### src/rtl/if_id_stage.sv
// IF/ID pipeline stage: registers fetched instruction and PC, decodes register
// indices and the RV32I immediate, with a 2-entry skid buffer behind valid/ready.
module if_id_stage #(
    parameter int unsigned         WordSize = 32,
    parameter logic [WordSize-1:0] ResetPc  = '0
) (
    input  logic                clk,
    input  logic                rst,
    input  logic                in_valid,
    output logic                in_ready,
    input  logic [31:0]         ins,
    input  logic [WordSize-1:0] pc_in,
    input  logic [2:0]          immode,
    input  logic                flush,
    output logic                out_valid,
    input  logic                out_ready,
    output logic [4:0]          rdn,
    output logic [4:0]          rs1n,
    output logic [4:0]          rs2n,
    output logic [WordSize-1:0] imm,
    output logic [WordSize-1:0] pc,
    output logic [31:0]         ins_out
);

    typedef struct packed {
        logic [31:0]         ins;
        logic [WordSize-1:0] pc;
        logic [WordSize-1:0] imm;
    } entry_t;

    // Immediate formats; the size casts of signed operands perform the sign extension.
    function automatic logic [WordSize-1:0] gen_imm(input logic [31:0] i_w, input logic [2:0] mode);
        logic [WordSize-1:0] v;
        case (mode)
            3'd1:    v = WordSize'($signed(i_w[31:20]));
            3'd2:    v = WordSize'($signed({i_w[31:25], i_w[11:7]}));
            3'd3:    v = WordSize'($signed({i_w[31], i_w[7], i_w[30:25], i_w[11:8], 1'b0}));
            3'd4:    v = WordSize'($signed({i_w[31:12], 12'b0}));
            3'd5:    v = WordSize'($signed({i_w[31], i_w[19:12], i_w[20], i_w[30:21], 1'b0}));
            3'd6:    v = WordSize'(i_w[24:20]);
            default: v = '0;
        endcase
        return v;
    endfunction

    entry_t r_head;
    entry_t r_skid;
    logic   r_head_valid;
    logic   r_skid_valid;
    logic   r_in_ready;

    entry_t w_new;
    entry_t w_head_n;
    entry_t w_skid_n;
    logic   w_head_valid_n;
    logic   w_skid_valid_n;
    logic   w_push;
    logic   w_pop;

    assign w_push    = in_valid & r_in_ready;
    assign w_pop     = r_head_valid & out_ready;
    assign w_new.ins = ins;
    assign w_new.pc  = pc_in;
    assign w_new.imm = gen_imm(ins, immode);

    // Next-state for head/skid; r_in_ready is low exactly while the skid is full,
    // so a push and a skid refill can never coincide.
    always_comb begin
        w_head_n       = r_head;
        w_skid_n       = r_skid;
        w_head_valid_n = r_head_valid;
        w_skid_valid_n = r_skid_valid;
        if (flush) begin
            w_head_valid_n = 1'b0;
            w_skid_valid_n = 1'b0;
        end else if (r_skid_valid) begin
            if (w_pop) begin
                w_head_n       = r_skid;
                w_skid_valid_n = 1'b0;
            end
        end else if (w_push) begin
            if (!r_head_valid || w_pop) begin
                w_head_n       = w_new;
                w_head_valid_n = 1'b1;
            end else begin
                w_skid_n       = w_new;
                w_skid_valid_n = 1'b1;
            end
        end else if (w_pop) begin
            w_head_valid_n = 1'b0;
        end
    end

    always_ff @(posedge clk) begin
        if (rst) begin
            r_head       <= '{ins: 32'd0, pc: ResetPc, imm: '0};
            r_skid       <= '0;
            r_head_valid <= 1'b0;
            r_skid_valid <= 1'b0;
            r_in_ready   <= 1'b1;
        end else begin
            r_head       <= w_head_n;
            r_skid       <= w_skid_n;
            r_head_valid <= w_head_valid_n;
            r_skid_valid <= w_skid_valid_n;
            r_in_ready   <= !w_skid_valid_n;
        end
    end

    assign in_ready  = r_in_ready;
    assign out_valid = r_head_valid;
    assign ins_out   = r_head.ins;
    assign pc        = r_head.pc;
    assign imm       = r_head.imm;
    assign rdn       = r_head.ins[11:7];
    assign rs1n      = r_head.ins[19:15];
    assign rs2n      = r_head.ins[24:20];

endmodule

### config.mk
export PLATFORM = sky130hd
export DESIGN_NAME = if_id_stage
export DESIGN_NICKNAME = d
export VERILOG_FILES = /design/src/rtl/if_id_stage.sv
export SDC_FILE = /design/constraint.sdc
export NUM_CORES = 1
export LEC_CHECK = 0
export BUFFER_PORTS_ARGS = -buffer_cell sky130_fd_sc_hd__clkbuf_2
export CAP_MARGIN = 20
export CORE_ASPECT_RATIO = 2
export CORE_MARGIN = 1
export CORE_UTILIZATION = 35
export CTS_CLUSTER_DIAMETER = 30
export DETAILED_ROUTE_END_ITERATION = 8
export SYNTH_ARGS = -nofsm -noshare
export SYNTH_HDL_FRONTEND = slang
export SYNTH_SLANG_ARGS = --single-unit
### constraint.sdc
create_clock -name clk -period 4.55 [get_ports clk]
set_input_delay 0.91 -clock clk [delete_from_list [all_inputs] [get_ports clk]]
set_output_delay 0.91 -clock clk [all_outputs]
set_load 0.01 [all_outputs]
==> metrics.csv <==
metric,value,unit
pwr-share-clk,43.5,%
swShare,24.4,%
die_w,110,um
fin_tns_setup,0,ns
design_area,9720,um2
postCtsSetupBuffers,0,
multi_input_area,3780,um2
layout_min_cycle_time,2.65,ns
ant_nets,0,
grt_overflow,0,
num_io_pins,185,
hold_viol_final,0,
rsz0062_at_grt,false,
ys_warn_count,0,
crit_buf_inv,1,
start_util,35.8,%
drt_iter0_markers,417,
cts_resized,0,
wl_per_cell,16.2,um
ys_types,34,
outcome,"complete, no violations",
p_leak,3.56,nW
ctsHtreeMaxLevel,4,
crit_path_end_kind,flip-flop,
seqPwrFrac,46.8,%
regArea,3910,um2
dp_hpwl,13.8,mm
hold_buffers,0,
grt_pass1_wl,34.3,mm
cp_slowest_stage_delay,0.76,ns
startpoint,r_skid_valid,
final_layout_size_suffix_gt1_share,21.8,%
critPathSlowestCell,buf_4,
grt_pass1_vias,6622,
ir_drop,0.280,mV
path_max_fanout,97,
clk_pin_slew_worst_paths,0.07,ns
switchingPower,0.943,mW
cts_tree,built,
holdCritStartpoint,r_skid[12],
setup_viol,0,
ys_ff_latch,195,
ff2ff_setup_slack,1.90,ns
crit_arrival,3.02,ns
finalCritPeriodShare,58.3,%
cts.sinks,195,
cp_data_required_time,4.91,ns
rows,78,
r2r_end,imm[17],
synth_compound_area_share,19.1,%
max-cap-violations,0,
numPortBuffers,184,
via_per_inst,5.22,
worstHoldPathCells,2,
crit-reg2reg-launch,r_skid_valid,
gp_congestion,0.768,
synth_xor_area_share,0,%
cts.path.max_buffers,2,
core-area,22800,um2
hold_end,r_skid[12],
die_y,218,um
intPower,2.92,mW
layout_commonest_cell,dfxtp_1,
fmax,0.377,GHz
cts_root_buffer,clkbuf_16,
synthSimpleGateAreaFrac,19.1,%
crit_type,reg2reg,
vias,7038,
die_area,24000,um2
firstDrtPassIters,4,
critPathLaunchType,flip-flop,
routed_wl,21.9,mm
muxShareOfSynthArea,7.84,%
worst_pin_slew,1.02,ns
mostFrequentLayoutCells,"dfxtp_1 (194), clkbuf_2 (183), nand2_1 (157)",
syn-num-nets,1016,
min_path_type,reg2reg,
syn_area_per_cell,8.65,um2
syn_to_final_growth,19.0,%
maxSlewViolCount,0,
synth_top_family_by_area,compound AO/OA/AOI/OAI gates,
syn_area,8170,um2
numCtsBuffers,17,
fillCellCount,2323,
clk_latency,0.44,ns
grt_antenna_before_repair,1,
path_cells,nand2_1 -> a211oi_4 -> buf_4 -> o311ai_0 -> a21oi_1,
grt_usage,18.8,%
rr_worst_depth,5,
drc,0,
synth-adder-area-share,0,%
synth_seq_area_share,47.8,%
final_nets,1126,
power-per-cell-area,397,nW/um2
dpl_cell_area,9060,um2
synthCells,944,
maxSlewHeadroom,31.8,%
pwr-share-comb,9.7,%
crit_family,compound AO/OA/AOI/OAI gates,
grt_max_degree,113,
skew,0.00840,ns
==> synthesized netlist by cell type <==
cell type | count | area (um2)
and2_1 | 8 | 50.1
clkbuf_1 | 47 | 176
nand3b_4 | 1 | 20.0
a211o_1 | 1 | 8.76
a21boi_2 | 1 | 11.3
nand3b_1 | 18 | 135
buf_4 | 16 | 120
a31oi_1 | 1 | 6.26
nand4b_1 | 3 | 26.3
and2_0 | 1 | 6.26
dfxtp_1 | 195 | 3900
buf_1 | 3 | 11.3
nor3_4 | 1 | 16.3
nand3_1 | 6 | 30.0
inv_1 | 2 | 7.51
nor2_1 | 91 | 342
o21ai_0 | 11 | 55.1
or3_1 | 3 | 18.8
o311ai_0 | 8 | 70.1
a21oi_1 | 89 | 445
a211oi_1 | 89 | 668
a2111o_1 | 1 | 11.3
a32oi_1 | 1 | 8.76
mux2i_1 | 64 | 641
nor3_1 | 24 | 120
a311oi_1 | 1 | 8.76
nand2_1 | 157 | 589
o211ai_1 | 1 | 7.51
o41ai_1 | 16 | 140
nor2b_1 | 19 | 119
buf_2 | 37 | 185
a221oi_1 | 14 | 123
nand2b_1 | 13 | 81.3
nand4_1 | 1 | 6.26
==> tightest hold or removal path: stages (launching register included) <==
cell	delay (ns)
dfxtp_1	0.31
nand2_1	0.05
a21oi_1	0.05
==> cell families after synthesis <==
family	after synthesis
multiplexers	64
AND/OR/NAND/NOR	346
buffers and inverters	105
AO/OA/AOI/OAI	234
flip-flops	195
==> power groups by stage <==
stage               combinational [mW]  sequential (mW)  clock (mW)
finish                           0.374             1.81        1.68
global route                     0.415             1.81        1.79
CTS                              0.381             1.81        1.73
detailed placement               0.380             1.85           0
global placement                 0.376             1.85           0
floorplan                        0.208             1.86           0
==> area by class of cell <==
cell class / count / share of cell area [%]
antenna: 1 / 0.0257
clock inverter: 13 / 2.11
timing repair buffer: 194 / 10.4
clock buffer: 19 / 4.66
multi-input combinational: 644 / 38.9
inverter: 2 / 0.0772
sequential: 195 / 40.2
tap: 280 / 3.60
==> stage by stage <==
step	hold slack (ns)	power (mW)	utilization [%]	instances	setup WS [ns]
6_report	0.450	3.86	42.6	1348	1.90
5_1_grt	0.469	4.02	42.6	1348	1.61
4_1_cts	0.452	3.92	42.6	1347	1.86
3_5_place_dp	0.442	2.23	39.7	1315	1.73
3_3_place_gp	0.437	2.22	39.7	1315	1.78
2_1_floorplan	0.431	2.07	-	944	2.47
==> worst max-delay path by stage <==
stage | end | slack [ns] | cells past startpoint
final | imm[17] | 1.90 | 5
after CTS | imm[19] | 1.86 | 5
after detailed placement | r_skid[38] | 1.73 | 6
after floorplan | imm[24] | 2.47 | 6
after global placement | imm[19] | 1.78 | 6
after global routing | imm[17] | 1.61 | 5
==> sequential cells by signal, summed over array words and instances, names as in the netlist <==
register      count
r_skid           96
imm              32
ins_out          32
in_ready          1
r_skid_valid      1
pc               32
out_valid         1
==> metal layers <==
| layer | up-vias | GRT usage [%] | wire length [um] | share of wire (%) |
|---|---|---|---|---|
| met5 | - | 0 | 0 | 0 |
| met4 | 0 | 9.56 | 880 | 4.0 |
| met3 | 33 | 4.45 | 891 | 4.1 |
| met2 | 164 | 33.7 | 11400 | 52 |
| met1 | 3317 | 20.0 | 8660 | 40 |
| li1 | 3524 | - | - | - |
(Power assumes the default switching activity.)
